[src/rtl/pe_mac_accum_pkg.sv]
`default_nettype none
// ============================================================================
//  Module      : pe_mac_accum_pkg
//  Description : Shared widths, FSM state encodings and saturation helpers
//                for the PE multiply-accumulate stage.
//  Revision    : 1.0 - initial release
// ============================================================================
package pe_mac_accum_pkg;

    // Default widths for the weight/activation words, the accumulator and the kernel count
    localparam int DEF_DATA_WIDTH = 16;
    localparam int DEF_ACC_WIDTH  = 40;
    localparam int DEF_KS_WIDTH   = 8;

    // FSM state encodings
    localparam logic [1:0] ST_IDLE  = 2'b00;
    localparam logic [1:0] ST_ACCUM = 2'b01;
    localparam logic [1:0] ST_DRAIN = 2'b10;
    localparam logic [1:0] ST_OUT   = 2'b11;

    // Largest value representable in a signed word of width dw
    function automatic longint sat_max(input int dw);
        return (longint'(1) <<< (dw - 1)) - longint'(1);
    endfunction

    // Smallest value representable in a signed word of width dw
    function automatic longint sat_min(input int dw);
        return -(longint'(1) <<< (dw - 1));
    endfunction

endpackage
`default_nettype wire

[src/rtl/pe_mac_accum_if.sv]
`default_nettype none
// ============================================================================
//  Module      : pe_mac_accum_if
//  Description : Control, weight/activation stream and partial-sum output
//                bundle of the PE MAC stage. master = producer/consumer side,
//                slave = the MAC stage itself.
//  Revision    : 1.0 - initial release
// ============================================================================
interface pe_mac_accum_if
    import pe_mac_accum_pkg::*;
#(
    parameter int DATA_WIDTH = DEF_DATA_WIDTH,
    parameter int ACC_WIDTH  = DEF_ACC_WIDTH,
    parameter int KS_WIDTH   = DEF_KS_WIDTH
) ();

    logic        [KS_WIDTH-1:0]   kernel_size;
    logic                         start;
    logic signed [DATA_WIDTH-1:0] w_data;
    logic                         w_valid;
    logic                         w_ready;
    logic signed [DATA_WIDTH-1:0] x_data;
    logic                         x_valid;
    logic                         x_ready;
    logic signed [ACC_WIDTH-1:0]  psum_out;
    logic                         psum_valid;
    logic                         psum_ready;
    logic                         busy;
    logic                         overflow;

    modport master (
        output kernel_size, start, w_data, w_valid, x_data, x_valid, psum_ready,
        input  w_ready, x_ready, psum_out, psum_valid, busy, overflow
    );

    modport slave (
        input  kernel_size, start, w_data, w_valid, x_data, x_valid, psum_ready,
        output w_ready, x_ready, psum_out, psum_valid, busy, overflow
    );

endinterface
`default_nettype wire

[src/rtl/pe_mult_stage.sv]
`default_nettype none
// ============================================================================
//  Module      : pe_mult_stage
//  Description : Registered full-precision signed multiplier; the valid flag
//                travels alongside the product so bubbles stay bubbles.
//  Revision    : 1.0 - initial release
// ============================================================================
module pe_mult_stage #(
    parameter int DATA_WIDTH = 16
) (
    input  logic                           clk,
    input  logic                           rstn,
    input  logic                           i_valid,
    input  logic signed [DATA_WIDTH-1:0]   i_a,
    input  logic signed [DATA_WIDTH-1:0]   i_b,
    output logic                           o_valid,
    output logic signed [2*DATA_WIDTH-1:0] o_prod
);

    logic signed [2*DATA_WIDTH-1:0] r_prod;
    logic                           r_valid;

    // Capture the product of a fired beat; valid follows every cycle
    always_ff @(posedge clk or negedge rstn) begin
        if (!rstn) begin
            r_prod  <= '0;
            r_valid <= 1'b0;
        end else begin
            r_valid <= i_valid;
            if (i_valid) begin
                r_prod <= i_a * i_b;
            end
        end
    end

    assign o_prod  = r_prod;
    assign o_valid = r_valid;

endmodule
`default_nettype wire

[src/rtl/pe_mac_accum.sv]
`default_nettype none
// ============================================================================
//  Module      : pe_mac_accum
//  Description : PE MAC stage. Pairs weight and activation beats, multiplies
//                them (registered), accumulates kernel_size products and
//                presents the partial sum on a valid/ready output.
//                Optional build macro PE_PSUM_SAT_EN: clip the result to the
//                signed DATA_WIDTH range and raise a sticky overflow flag.
//  Revision    : 1.0 - initial release
// ============================================================================
module pe_mac_accum
    import pe_mac_accum_pkg::*;
#(
    parameter int DATA_WIDTH = DEF_DATA_WIDTH,
    parameter int ACC_WIDTH  = DEF_ACC_WIDTH,
    parameter int KS_WIDTH   = DEF_KS_WIDTH
) (
    input  logic          clk,
    input  logic          rstn,
    pe_mac_accum_if.slave bus
);

    localparam int c_prod_width = 2 * DATA_WIDTH;

    logic [1:0]                     r_state;
    logic [1:0]                     w_state_nxt;
    logic [KS_WIDTH-1:0]            r_ks_q;
    logic [KS_WIDTH-1:0]            r_beat_cnt;
    logic signed [ACC_WIDTH-1:0]    r_acc;
    logic signed [ACC_WIDTH-1:0]    w_acc_nxt;
    logic signed [ACC_WIDTH-1:0]    w_prod_ext;
    logic signed [ACC_WIDTH-1:0]    w_psum_sel;
    logic signed [ACC_WIDTH-1:0]    r_psum_out;
    logic                           r_overflow;
    logic                           w_clip;
    logic                           w_start_acc;
    logic                           w_beat;
    logic                           w_last_beat;
    logic                           w_enter_out;
    logic                           w_prod_vld;
    logic signed [c_prod_width-1:0] w_prod;

    assign w_start_acc = (r_state == ST_IDLE) && bus.start;
    assign w_beat      = (r_state == ST_ACCUM) && bus.w_valid && bus.x_valid;
    assign w_last_beat = w_beat && ((r_beat_cnt + KS_WIDTH'(1)) == r_ks_q);
    assign w_enter_out = (w_state_nxt == ST_OUT) && (r_state != ST_OUT);
    assign w_prod_ext  = {{(ACC_WIDTH - c_prod_width){w_prod[c_prod_width-1]}}, w_prod};

    pe_mult_stage #(
        .DATA_WIDTH (DATA_WIDTH)
    ) u_mult (
        .clk     (clk),
        .rstn    (rstn),
        .i_valid (w_beat),
        .i_a     (bus.w_data),
        .i_b     (bus.x_data),
        .o_valid (w_prod_vld),
        .o_prod  (w_prod)
    );

    // State register
    always_ff @(posedge clk or negedge rstn) begin
        if (!rstn) begin
            r_state <= ST_IDLE;
        end else begin
            r_state <= w_state_nxt;
        end
    end

    // Next-state: an empty window goes straight to OUT with a zero sum
    always_comb begin
        w_state_nxt = r_state;
        case (r_state)
            ST_IDLE:  if (bus.start) w_state_nxt = (bus.kernel_size == '0) ? ST_OUT : ST_ACCUM;
            ST_ACCUM: if (w_last_beat) w_state_nxt = ST_DRAIN;
            ST_DRAIN: w_state_nxt = ST_OUT;
            ST_OUT:   if (bus.psum_ready) w_state_nxt = ST_IDLE;
            default:  w_state_nxt = ST_IDLE;
        endcase
    end

    // Outputs: each stream is ready only when its partner is valid, so beats pair up
    always_comb begin
        bus.w_ready    = (r_state == ST_ACCUM) && bus.x_valid;
        bus.x_ready    = (r_state == ST_ACCUM) && bus.w_valid;
        bus.psum_valid = (r_state == ST_OUT);
        bus.busy       = (r_state != ST_IDLE);
        bus.psum_out   = r_psum_out;
        bus.overflow   = r_overflow;
    end

    // Window length latch and beat counter
    always_ff @(posedge clk or negedge rstn) begin
        if (!rstn) begin
            r_ks_q     <= '0;
            r_beat_cnt <= '0;
        end else if (w_start_acc) begin
            r_ks_q     <= bus.kernel_size;
            r_beat_cnt <= '0;
        end else if (w_beat) begin
            r_beat_cnt <= r_beat_cnt + KS_WIDTH'(1);
        end
    end

    // Accumulator update: cleared at window start, adds the registered product when valid
    always_comb begin
        w_acc_nxt = r_acc;
        if (w_start_acc) begin
            w_acc_nxt = '0;
        end else if (w_prod_vld) begin
            w_acc_nxt = r_acc + w_prod_ext;
        end
    end

    // Accumulator register (wraps modulo 2^ACC_WIDTH)
    always_ff @(posedge clk or negedge rstn) begin
        if (!rstn) begin
            r_acc <= '0;
        end else begin
            r_acc <= w_acc_nxt;
        end
    end

`ifdef PE_PSUM_SAT_EN
    localparam logic signed [ACC_WIDTH-1:0] c_sat_max = ACC_WIDTH'(sat_max(DATA_WIDTH));
    localparam logic signed [ACC_WIDTH-1:0] c_sat_min = ACC_WIDTH'(sat_min(DATA_WIDTH));

    // Clip the final sum to the signed word range
    always_comb begin
        w_clip     = 1'b0;
        w_psum_sel = w_acc_nxt;
        if (w_acc_nxt > c_sat_max) begin
            w_clip     = 1'b1;
            w_psum_sel = c_sat_max;
        end else if (w_acc_nxt < c_sat_min) begin
            w_clip     = 1'b1;
            w_psum_sel = c_sat_min;
        end
    end
`else
    assign w_clip     = 1'b0;
    assign w_psum_sel = w_acc_nxt;
`endif

    // Result register loaded on entry to OUT (sees the last product via w_acc_nxt); sticky overflow
    always_ff @(posedge clk or negedge rstn) begin
        if (!rstn) begin
            r_psum_out <= '0;
            r_overflow <= 1'b0;
        end else if (w_enter_out) begin
            r_psum_out <= w_psum_sel;
            r_overflow <= r_overflow | w_clip;
        end
    end

endmodule
`default_nettype wire

[src/flat_wrapper.sv]
// flat-port wrapper written by rule: the top's interface ports become plain ports
module pe_mac_accum_flat import pe_mac_accum_pkg::*;
#(
    parameter int DATA_WIDTH = DEF_DATA_WIDTH,
    parameter int ACC_WIDTH  = DEF_ACC_WIDTH,
    parameter int KS_WIDTH   = DEF_KS_WIDTH
)
  (clk, rstn, bus_kernel_size, bus_start, bus_w_data, bus_w_valid, bus_x_data, bus_x_valid, bus_psum_ready, bus_w_ready, bus_x_ready, bus_psum_out, bus_psum_valid, bus_busy, bus_overflow);
  pe_mac_accum_if #(.DATA_WIDTH(DATA_WIDTH), .ACC_WIDTH(ACC_WIDTH), .KS_WIDTH(KS_WIDTH)) bus_i ();
  input  logic clk;
  input  logic rstn;
  input wire logic [$bits(bus_i.kernel_size)-1:0] bus_kernel_size;
  input wire logic [$bits(bus_i.start)-1:0] bus_start;
  input wire logic [$bits(bus_i.w_data)-1:0] bus_w_data;
  input wire logic [$bits(bus_i.w_valid)-1:0] bus_w_valid;
  input wire logic [$bits(bus_i.x_data)-1:0] bus_x_data;
  input wire logic [$bits(bus_i.x_valid)-1:0] bus_x_valid;
  input wire logic [$bits(bus_i.psum_ready)-1:0] bus_psum_ready;
  output wire logic [$bits(bus_i.w_ready)-1:0] bus_w_ready;
  output wire logic [$bits(bus_i.x_ready)-1:0] bus_x_ready;
  output wire logic [$bits(bus_i.psum_out)-1:0] bus_psum_out;
  output wire logic [$bits(bus_i.psum_valid)-1:0] bus_psum_valid;
  output wire logic [$bits(bus_i.busy)-1:0] bus_busy;
  output wire logic [$bits(bus_i.overflow)-1:0] bus_overflow;
  assign bus_i.kernel_size = bus_kernel_size;
  assign bus_i.start = bus_start;
  assign bus_i.w_data = bus_w_data;
  assign bus_i.w_valid = bus_w_valid;
  assign bus_i.x_data = bus_x_data;
  assign bus_i.x_valid = bus_x_valid;
  assign bus_i.psum_ready = bus_psum_ready;
  assign bus_w_ready = bus_i.w_ready;
  assign bus_x_ready = bus_i.x_ready;
  assign bus_psum_out = bus_i.psum_out;
  assign bus_psum_valid = bus_i.psum_valid;
  assign bus_busy = bus_i.busy;
  assign bus_overflow = bus_i.overflow;
  pe_mac_accum #(.DATA_WIDTH(DATA_WIDTH), .ACC_WIDTH(ACC_WIDTH), .KS_WIDTH(KS_WIDTH)) u_core (.clk(clk), .rstn(rstn), .bus(bus_i));
endmodule
[config.mk]
export PLATFORM = sky130hd
export DESIGN_NAME = pe_mac_accum_flat
export DESIGN_NICKNAME = d
export VERILOG_FILES = /design/src/rtl/pe_mac_accum_pkg.sv /design/src/rtl/pe_mac_accum_if.sv /design/src/rtl/pe_mult_stage.sv /design/src/rtl/pe_mac_accum.sv /design/src/flat_wrapper.sv
export SDC_FILE = /design/constraint.sdc
export NUM_CORES = 1
export LEC_CHECK = 0
export CORE_ASPECT_RATIO = 2
export CORE_MARGIN = 2
export CORE_UTILIZATION = 60
export DETAILED_ROUTE_END_ITERATION = 10
export HOLD_SLACK_MARGIN = 0.08
export PLACE_DENSITY_LB_ADDON = 0.05
export SLEW_MARGIN = 20
export SYNTH_ARGS = -nofsm -noshare
export SYNTH_HDL_FRONTEND = slang
export SYNTH_SLANG_ARGS = --single-unit
[constraint.sdc]
create_clock -name clk -period 5.8 [get_ports clk]
set_input_delay 1.74 -clock clk [delete_from_list [all_inputs] [get_ports clk]]
set_output_delay 1.74 -clock clk [all_outputs]
set_load 0.02 [all_outputs]
[Word-level counts from Yosys, hierarchy flattened]
Index checks and enable logic that the tools add are counted.
Word-level totals
  output and inout port bits: 45
  bits of input ports: 46
  flip-flop bits (word level): 131
  logic and storage cells: 35
Cells by class
  $mul: 1
  reductions and logical operators: 10
  multiplexer cells: 9
  $add $sub $neg: 2
  equality and inequality tests: 6
Operators with widths (number)
  $mux 40: 2
  $add 40x32->40: 1
  $mul 16x16->32: 1
  $mux 8: 2
  $add 8x1->8 const B: 1
  $eq 8x8->1: 1
  $logic_not 8->1: 1
  $mux 2: 4
  $pmux 2 s4: 1
  $eq 2x2->1 const B: 3
  $logic_and 1x1->1: 6
  $reduce_bool 2->1: 2
  $eq 2x1->1 const B: 1
  $logic_not 2->1: 1
  $ne 2x2->1 const B: 1

[Depth between registers and ports, before layout]
Gate-level depths: netlist of run 1.
  depth in word-level cells: 8
  gate-level depth with buffers: 26
  mapped depth without buffers: 25

[Hierarchy]
A second synthesis of run 1 with hierarchy kept.
Second synthesis, totals
  cells, all modules: 1918
  area, all modules: 17750.8 um2
Modules (own cells, without submodules)
  pe_mult_stage: sequential area each 825.8 um2, cells an instance 1165, instances 1, area each 11024.3 um2
  pe_mac_accum: sequential area each 2452.4 um2, cells an instance 753, instances 1, area each 6726.5 um2

[Worst setup path before layout of run 1]
No wires, ideal clock.
  path type: input-to-reg
  start: input port bus_w_data[12]
  end: register u_core.u_mult.r_prod[30], in the netlist u_core.u_mult.o_prod[30]
  cell stages on the path: 21
  required time: 5710 ps
  library setup time: 90 ps
  path buffers: 1
  data arrival time: 7335 ps
  path slack: -1625 ps
  cells stage by stage: clkbuf_1 > nand2_1 > fa_1 > fa_1 > inv_1 > fa_1 > inv_1 > fa_1 > fa_1 > fa_1 > inv_1 > ha_1 > a21o_1 > a221oi_1 > o21ai_0 > a21o_1 > a21o_1 > o31ai_2 > a21oi_1 > or4b_1 > o2111ai_1
Between the ends
  word-level cells in the longest chain between the ends: 1
RTL lines
  start: declaration: line flat_wrapper.sv:14  | input wire logic [$bits(bus_i.w_data)-1:0] bus_w_data;
  $mul 16x16->32: line pe_mult_stage.sv:31  | r_prod <= i_a * i_b;
  end signal: assignment: line pe_mult_stage.sv:31
  end: declaration: line pe_mult_stage.sv:20  | logic signed [2*DATA_WIDTH-1:0] r_prod;
No other way between the ends.
A chain may end at the register's enable or synchronous reset.

[Final worst setup path of run 1]
  start: input port bus_w_data[10]
  end: register u_core.u_mult.r_prod[30], in the netlist u_core.u_mult.o_prod[30]
The elaborated chain is that of the path after synthesis.

==> impl_results.md, run 1 <==
* Clock Path Buffers at 2
* Setup ws final at -1.40 ns
* Initial Util at 60.8%
* Hold Vio Cnt, Final at 0
* DR pass1 iterations at 5
* Total die area at 0.0299 mm²
* Routed Antenna Nets at 0
* Mean Syn Cell Area at 9.06 µm²
* Status: finished, violations left
* Fin crit share at 124%
* Worst r2r src: u_core.u_mult.o_prod[0]
* R2r endpoint: u_core.bus.psum_out[38]
* Slew @ Worst Pin at 0.863 ns
* Post-synthesis compound-gate area fraction at 9.77%
* Largest cells by area after synthesis: fa_1 (31%), dfrtp_1 (19%), ha_1 (8.9%)
* Vias at 14159
* Vias in the first global route at 15737
* Path depth of the worst reg2reg path at 13
* Area occupied by multi-input gates at 0.0131 mm²
* Predominant post-synthesis flop cell: dfrtp_1
* Worst relative slew slack at 42.4%
* Vias per cell at 5.53
* Yosys cell types at 71
* Root buffer cell: clkbuf_16
* Syn Nets at 2317
* Setup_tns at -19.02 ns
* Critical-path cell list: buf_8 > buf_12 > and2_1 > fa_1 > inv_2 > fa_2 > inv_2 > fa_2 > fa_2 > fa_1 > inv_1 > fa_1 > inv_2 > ha_4 > a21o_1 > a221oi_4 > o21ai_1 > a21o_1 > a21o_1 > o31ai_2 > a21oi_1 > or4b_1 > o2111ai_1
* Die Width at 123 µm
* Warnings, synthesis at 0
* Detailed placement HPWL at 36100 µm
* Post-layout util at 78.5%
* DRC errors left at 0
* Die Y at 243 µm
* Register area share after synthesis at 19.2%
* Main combinational cell family by area after synthesis: adder cells
* Most frequent cells in the layout: nand2_1 (289), inv_1 (280), fa_1 (241)
* Post-synthesis mux area share at 2.12%
* Async S/R FF share, synth at 100%
* Post-route minimum period at 7.20 ns
* Hold Path Origin: u_core.bus.psum_out[2]
* RSZ-0062 raised after global routing: true
* Clk slew on worst S/H paths at 0.06 ns
* Most area-hungry cell type in the Yosys netlist: fa_1
* Maximum fanout along the worst path at 5
* DR WL/cell at 18.5 µm
* IO Count at 91
* Post-synthesis cell area at 0.0171 mm²
* Synth-to-layout area growth at 29.0%
* First-pass GRT wire length at 75800 µm
* Violated checks: setup timing
* Yosys reg bits at 131
* Final Skew at 0.0100 ns
* Crit-path max cell delay at 0.54 ns
* WHS Endpoint: u_core.bus.psum_out[2]
* Synth Area in XOR/XNOR at 4.10%
* Commonest non-fill, non-tap cell in the layout: nand2_1
* Final net count at 2623
* FF-to-FF setup slack at 2.35 ns
* Placer Congestion at 0.932
* Port bufs at 89
* Gr ovfl total at 0
* Worst path slowest cell: fa_2
* Largest net degree at the start of global routing at 98
* Clock tree from TritonCTS: done
* Arr. time, crit path at 7.54 ns
* Cell Area, Placed at 0.0201 mm²
* Storage element area at 0.00328 mm²
* Post-synth EDFFs at 0
* Max-slew violation count at 0
* Critical Path RT at 6.14 ns
* Row cnt at 87
* Worst hold stages at 2
* Final setup viols at 22
* Critical path type: primary input to flip-flop
* Mapped Cells at 1886
* Fillers at 1997
* Maxcap violations at 0
* DR iter-0 viols at 616
* Share of post-route cells with drive strength above 1 at 23.8%
* Hold Crit Class: flip-flop to flip-flop
* Antenna diodes at 0
* Startpoint types: primary input
* Crit end category: flip-flop
* Total CTS buffers at 17
* Top-area cell type share of the netlist area at 30.8%
* CTS H-tree depth at 4
* Cell area after layout at 0.0220 mm²
* Worst-Skew Late Latency at 0.43 ns
* Adder and majority cell fraction of the synthesized area at 39.8%
* Max Freq at 0.139 GHz
* Core footprint at 0.0281 mm²
* Tot GR Track Use at 32.6%
* Clock sink count at 131
* Routed wire length at 47400 µm
* Initial antenna violation count at 0
* Simple-Gate Fraction of Synth Area at 16.6%
-- metal layers --
layer	track usage [%]	vias up	part of all wire, %
met5	0	-	0
met4	21.4	0	8.1
met3	2.73	179	2.4
met2	62.7	365	56
met1	31.7	7058	33
li1	-	6557	-
-- kinds of logic after synthesis --
| family | after synthesis |
|---|---|
| buffers and inverters | 384 |
| other | 1 |
| flip-flops | 131 |
| multiplexers | 36 |
| XOR/XNOR | 80 |
| AO/OA/AOI/OAI | 257 |
| adder cells (fa/ha/maj) | 385 |
| AND/OR/NAND/NOR | 612 |
-- timing repair --
action	CTS	global route
setup buffers	54	28
hold endpoints to repair	0	0
pin swaps	96	115
gates resized for setup	255	121
setup endpoints to repair	23	23
cloned	7	1
hold buffers	0	0
-- worst max-delay path: cells and delay by family --
| kind | cells | cell delay, ns |
|---|---|---|
| adder cells (fa/ha/maj) | 7 | 3.22 |
| AO/OA/AOI/OAI | 8 | 1.44 |
| AND/OR/NAND/NOR | 2 | 0.70 |
| buffers and inverters | 6 | 0.43 |
-- synthesized netlist by cell type, types with 3 or more instances --
master,instances
o21ai_0,69
o21a_1,9
xnor2_1,49
o2111ai_1,4
clkbuf_1,57
ha_1,122
a221o_1,3
nand2b_1,15
nand4_1,8
nand3_1,18
o21ai_1,9
a21oi_1,58
a21o_1,34
nand2_1,317
nand3b_1,4
a211oi_1,10
or2_2,3
fa_1,263
dfrtp_1,131
a31oi_1,5
nor2b_1,5
xor2_1,31
o31ai_1,14
inv_1,318
a2111oi_0,3
buf_1,6
and3_1,13
a311oi_1,3
nor3_1,8
o21bai_1,8
mux2i_1,34
and2_1,123
a211o_1,4
or3_1,4
nor2_1,81
-- worst max path at each step --
stage | from | end | slack (ns) | cells past startpoint
6_report | bus_w_data[10] | u_core.u_mult.o_prod[30] | -1.40 | 23
3_3_place_gp | bus_x_data[4] | u_core.u_mult.o_prod[30] | -2.09 | 23
4_1_cts | bus_w_data[10] | u_core.u_mult.o_prod[30] | -1.38 | 23
3_5_place_dp | bus_w_data[11] | u_core.u_mult.o_prod[30] | -2.22 | 23
5_1_grt | bus_x_data[6] | u_core.u_mult.o_prod[30] | -1.55 | 24
2_1_floorplan | bus_w_data[4] | u_core.u_mult.o_prod[30] | -1.36 | 22
-- cell type report --
cell class              instances  share of cell area [%]
inverters                     319                    5.45
repair buffers                352                    15.2
clock buffers                  19                    2.01
flip-flops and latches        131                    14.9
multi-input cells            1371                    59.6
well taps                     356                    2.02
clock inverters                13                   0.829
-- metrics by stage --
stage,hold WS [ns],worst slack [ns],instances
3_3_place_gp,0.458,-2.09,2457
5_1_grt,0.508,-1.55,2561
6_report,0.475,-1.40,2561
4_1_cts,0.478,-1.38,2546
3_5_place_dp,0.463,-2.22,2457
2_1_floorplan,0.445,-1.36,1886
-- sequential cells by signal (all words and copies together) (netlist names) --
register               count
u_core.bus.psum_out       40
u_core.r_acc              40
u_core.r_beat_cnt          8
u_core.r_ks_q              8
u_core.r_state             2
u_core.u_mult.o_prod      32
u_core.u_mult.o_valid      1
Power of run 1 is left out: the tool's default activity adds up to more than one toggle a clock period on the data nets, which glitch-free logic cannot reach.
==> run 2: changes to the inputs <==
Settings changed: SKIP_LAST_GASP set to 1.
==> run 2 against run 1 <==
Compared with the run above: the run still ends with setup timing left; wire length down 1.1%; sequential cell count unchanged; die area unchanged; maximum frequency about the same; worst setup slack better by 0.0057 ns.
==> impl_results.md, run 2 (synthesis results as in run 1) <==
* Status: finished, violations left
* Violated checks: setup timing
* Root buffer cell: clkbuf_16
* Synth-to-layout area growth at 28.7%
* Clk slew on worst S/H paths at 0.06 ns
* First-pass GRT wire length at 75600 µm
* Final Skew at 0.00994 ns
* Initial Util at 60.8%
* Final net count at 2630
* Placer Congestion at 0.932
* Share of post-route cells with drive strength above 1 at 23.1%
* Largest net degree at the start of global routing at 98
* DR iter-0 viols at 601
* DR WL/cell at 18.3 µm
* Port bufs at 89
* Maximum fanout along the worst path at 4
* Gr ovfl total at 0
* Fillers at 1985
* Detailed placement HPWL at 36100 µm
* Die Width at 123 µm
* Vias in the first global route at 15687
* Total CTS buffers at 17
* Most frequent cells in the layout: nand2_1 (290), inv_1 (286), fa_1 (242)
* Placed cells at 2457
* WP buf/inv at 6
* Worst path slowest cell: fa_1
* Met1 Use GR at 31.6%
* Critical path type: primary input to flip-flop
* Max-slew violation count at 0
* Global route hottest layer: met2
* Vias at 14115
* Post-route minimum period at 7.20 ns
* Die Y at 243 µm
* CTS H-tree depth at 4
* DRC errors left at 0
* GRT met3 Usage at 2.80%
* Critical Path RT at 6.13 ns
* Fin crit share at 124%
* Worst relative slew slack at 42.5%
* Commonest non-fill, non-tap cell in the layout: nand2_1
* Setup ws final at -1.40 ns
* Worst-Skew Late Latency at 0.42 ns
* Final setup viols at 22
* Maxcap violations at 0
* Hold Crit Class: flip-flop to flip-flop
* Kind of cell adding the most delay to the critical path: adder cells
* Clock tree from TritonCTS: done
* Vias per cell at 5.50
* Final non-filler cell total at 2568
* Core footprint at 0.0281 mm²
* Crit-path max cell delay at 0.54 ns
* Routed wire length at 46900 µm
* Startpoint types: primary input
* Row cnt at 87
* Slew @ Worst Pin at 0.863 ns
* IO Count at 91
* Met2 Usage GRT at 62.3%
* Antenna diodes at 0
* Total die area at 0.0299 mm²
* Routed Antenna Nets at 0
* DR pass1 iterations at 6
* Clock Path Buffers at 2
* Hold Vio Cnt, Final at 0
* Arr. time, crit path at 7.53 ns
* Critical-path cell list: buf_6 > buf_12 > and2_4 > fa_1 > inv_2 > fa_2 > inv_2 > fa_2 > fa_2 > fa_1 > inv_1 > fa_1 > inv_2 > ha_4 > a21o_1 > a221oi_4 > o21ai_1 > a21o_1 > a21o_1 > o31ai_2 > a21oi_1 > or4b_1 > o2111ai_1
* RSZ-0062 raised after global routing: true
* Hold_buf cts at 0
* Tot GR Track Use at 32.5%
* Clock sink count at 131
* Max Freq at 0.139 GHz
* Crit end category: flip-flop
* Initial antenna violation count at 0
run 2: changes by cell type in the layout (fill, tap and decap cells not counted), sizes merged:
cell / delta
buf: +1
bufbuf: +3
clkdlybuf4s15: +1
clkbuf: +2
run 2: final timing paths:
path | slack, ns | cells after the start | start | end
setup / recovery | -1.40 | 23 | bus_w_data[11] | u_core.u_mult.o_prod[30]
hold / removal | 0.48 | 2 | u_core.bus.psum_out[2] | u_core.bus.psum_out[2]
setup reg to reg | 2.37 | 13 | u_core.u_mult.o_prod[0] | u_core.bus.psum_out[38]
hold reg to reg | 0.48 | 2 | u_core.bus.psum_out[2] | u_core.bus.psum_out[2]
max in group asynchronous | 3.40 | 2 | rstn | u_core.bus.psum_out[38]
min in group asynchronous | 1.39 | 1 | rstn | u_core.bus.psum_out[3]
run 2: tightest hold or removal path: cells and delay by family, from the launching register on:
family,cells,cell delay [ns]
DFF,1,0.34
and+or+nand+nor,2,0.10
run 2: area by class of cell:
type | instances | area (µm²) | share of cell area, %
Sequential cell | 131 | 3280 | 14.9
Tap cell | 356 | 445 | 2.03
Inverter | 319 | 1200 | 5.46
Timing Repair Buffer | 359 | 3410 | 15.5
Clock buffer | 19 | 443 | 2.01
Multi-Input combinational cell | 1371 | 13000 | 59.3
Clock inverter | 13 | 183 | 0.831
run 2: through the flow:
step	hold slack, ns	util (%)	setup TNS [ns]	setup slack [ns]	area, µm²
after floorplan	0.445	-	-15.36	-1.36	17600
after global placement	0.458	71.5	-36.16	-2.09	20100
after detailed placement	0.463	71.5	-38.19	-2.22	20100
after CTS	0.478	77.2	-19.33	-1.38	21700
after global routing	0.508	78.3	-23.36	-1.58	22000
final	0.475	78.3	-19.35	-1.40	22000
run 2: layer usage:
metal / wire, µm / up-vias / share of wire (%)
met3: 1130 / 171 / 2.4
met2: 26400 / 354 / 56
met1: 15600 / 7032 / 33
met5: 0 / - / 0
met4: 3790 / 0 / 8.1
li1: - / 6558 / -
run 2: timing repair:
| item | CTS | global route |
|---|---|---|
| setup endpoints to repair | 23 | 23 |
| buffers inserted | 54 | 32 |
| cloned | 7 | 1 |
| resized for setup | 246 | 90 |
| pin swaps | 96 | 77 |
Power of run 2 is left out for the same reason.
==> run 3: changes to the inputs <==
Settings changed: SYNTH_HIERARCHICAL set to 1.
==> run 3 against run 2 <==
Compared with the run above: the run still ends with setup timing left; design area increased by 1.6%; synthesized cell count is 1.7% higher; via count rose by 3.5%; sequential cell count unchanged; critical endpoint is now u_core/u_mult/o_prod[25]; highest routed layer unchanged.
==> impl_results.md, run 3 <==
* Status: finished, violations left
* Violated checks: setup timing
* Detailed placement HPWL at 35700 µm
* Vias in the first global route at 15674
* Worst relative slew slack at 39.1%
* Port bufs at 89
* Final net count at 2636
* RSZ-0062 raised after global routing: true
* Yosys reg bits at 131
* Clock Path Buffers at 2
* Placer Congestion at 0.952
* Die Y at 247 µm
* Critical Path RT at 6.12 ns
* Critical path type: primary input to flip-flop
* Most frequent cells in the layout: inv_1 (281), nand2_1 (235), fa_1 (235)
* Final setup viols at 22
* Hold Path Origin: u_core/bus.psum_out[5]
* CTS H-tree depth at 4
* DRC errors left at 0
* WHS Endpoint: u_core/bus.psum_out[5]
* Post-layout util at 76.3%
* Fin crit share at 118%
* Worst path slowest cell: fa_1
* Initial antenna violation count at 0
* Max Freq at 0.146 GHz
* Warnings, synthesis at 6
* DR pass1 iterations at 6
* Slew @ Worst Pin at 0.913 ns
* Most area-hungry cell type in the Yosys netlist: fa_1
* Vias at 14616
* Path depth of the worst reg2reg path at 8
* DR WL/cell at 17.9 µm
* Post-synth EDFFs at 0
* Vias per cell at 5.66
* DR iter-0 viols at 707
* Cell area after layout at 0.0223 mm²
* Clock tree from TritonCTS: done
* Initial Util at 60.6%
* Tot GR Track Use at 31.1%
* Worst hold stages at 2
* Async S/R FF share, synth at 100%
* Syn Nets at 2349
* Crit end category: flip-flop
* Startpoint types: primary input
* Largest net degree at the start of global routing at 95
* FF-to-FF setup slack at 2.26 ns
* Synth-to-layout area growth at 25.8%
* Row cnt at 89
* Cell Area, Placed at 0.0206 mm²
* Top-area cell type share of the netlist area at 29.7%
* Arr. time, crit path at 7.16 ns
* Maximum fanout along the worst path at 4
* Maxcap violations at 0
* Antenna diodes at 0
* Mean Syn Cell Area at 9.25 µm²
* Hold Vio Cnt, Final at 0
* Final Skew at 0.00833 ns
* First-pass GRT wire length at 76900 µm
* Top post-synthesis cells by count: inv_1 (314), fa_1 (263), nand2_1 (253)
* Worst-Skew Late Latency at 0.43 ns
* Die Width at 126 µm
* Placed cells at 2487
* Setup ws final at -1.05 ns
* Max-slew violation count at 0
* Clk slew on worst S/H paths at 0.07 ns
* Crit path top cell by count: fa_1
* Routed Antenna Nets at 0
* Root buffer cell: clkbuf_16
* Crit-path max cell delay at 0.55 ns
* Predominant post-synthesis flop cell: dfrtp_1
* Total CTS buffers at 17
* Count leader, synth: inv_1
* Final non-filler cell total at 2582
* Setup_tns at -16.19 ns
* Worst r2r src: u_core/r_beat_cnt[0]
* Critical-path cell list: buf_4 > buf_6 > buf_12 > nand2_1 > fa_1 > inv_1 > fa_1 > inv_2 > fa_1 > inv_2 > fa_2 > fa_1 > inv_1 > fa_1 > inv_2 > ha_4 > o21ai_2 > a211o_1 > a311oi_4 > and2b_2 > o31ai_2 > xor2_1 > mux2_4
* Commonest non-fill, non-tap cell in the layout: inv_1
* Routed wire length at 46100 µm
* IO Count at 91
* Total die area at 0.0311 mm²
* Clock sink count at 131
* Hold Crit Class: flip-flop to flip-flop
* Share of post-route cells with drive strength above 1 at 25.3%
* Mapped Cells at 1918
* Post-route minimum period at 6.85 ns
* Gr ovfl total at 0
* Yosys cell types at 91
* R2r endpoint: u_core/bus.psum_out[15]
* Core footprint at 0.0293 mm²
* Register area share after synthesis at 18.5%
* Post-synthesis cell area at 0.0178 mm²
* Largest cells by area after synthesis: fa_1 (30%), dfrtp_1 (18%), ha_1 (8.6%)
==> run 3: cell count changes after synthesis, moves of 10 or more <==
| cell | change |
|---|---|
| nand2_1 | -64 |
| nor2_1 | +14 |
| o21ai_0 | -28 |
| xor2_1 | -15 |
| mux2_2 | +38 |
| nor3_1 | +17 |
| nand3_1 | +10 |
| mux2i_1 | -13 |
==> run 3: timing repair <==
item,CTS,global route
resized for setup,279,56
setup endpoints to repair,25,24
hold buffers,0,0
setup buffers,51,15
pin swaps,115,74
gates cloned,4,0
==> run 3: worst max-delay path by stage <==
stage / start / endpoint / slack (ns) / depth (start not counted)
final: bus_w_data[7] / u_core/u_mult/o_prod[25] / -1.05 / 23
after global routing: bus_w_data[7] / u_core/u_mult/o_prod[30] / -1.27 / 23
after CTS: bus_x_data[6] / u_core/u_mult/o_prod[25] / -1.06 / 21
after detailed placement: bus_w_data[8] / u_core/u_mult/o_prod[29] / -2.03 / 21
after global placement: bus_w_data[8] / u_core/u_mult/o_prod[29] / -1.98 / 21
after floorplan: bus_w_data[5] / u_core/u_mult/o_prod[25] / -1.12 / 20
==> run 3: critical path: cells and delay by family <==
kind	cells	cell delay (ns)
and+or+nand+nor	2	0.36
AOI/OAI and AO/OA	4	0.91
adders and majority gates	7	3.23
buffers and inverters	8	0.57
xor gates and xnor gates	1	0.10
muxes	1	0.25
==> run 3: per-layer routing <==
metal | up-vias | part of all wire (%) | GRT usage (%)
met1 | 7337 | 38 | 36.8
met4 | 0 | 4.2 | 11.9
li1 | 6748 | - | -
met5 | - | 0 | 0
met3 | 131 | 3.5 | 3.33
met2 | 400 | 54 | 57.6
==> run 3: cell type report <==
cell class                      instances  area (µm²)
Clock buffer                           17         425
Clock inverter                         15         148
Fill cell                            2089        6950
Inverter                              314        1180
Multi-Input combinational cell       1402       13800
Sequential cell                       131        3280
Tap cell                              364         455
Timing Repair Buffer                  339        3050
==> run 3: kinds of logic (layout without fill, tap and decap cells) <==
| group | after synthesis | in the layout | share of synthesized area (%) |
|---|---|---|---|
| simple gates | 618 | 618 | 16.8 |
| fa+ha+maj | 385 | 385 | 38.3 |
| buf+inv | 385 | 685 | 8.25 |
| compound gates | 274 | 274 | 11.2 |
| flops | 131 | 131 | 18.5 |
| mux | 63 | 63 | 3.85 |
| xor+xnor | 61 | 61 | 3.09 |
| other cells | 1 | 1 | 0.0211 |
==> run 3: stage by stage <==
stage	setup WS, ns	hold slack, ns
after floorplan	-1.12	0.456
after global placement	-1.98	0.451
after detailed placement	-2.03	0.456
after CTS	-1.06	0.469
after global routing	-1.27	0.501
final	-1.05	0.463
Power of run 3 is left out for the same reason.
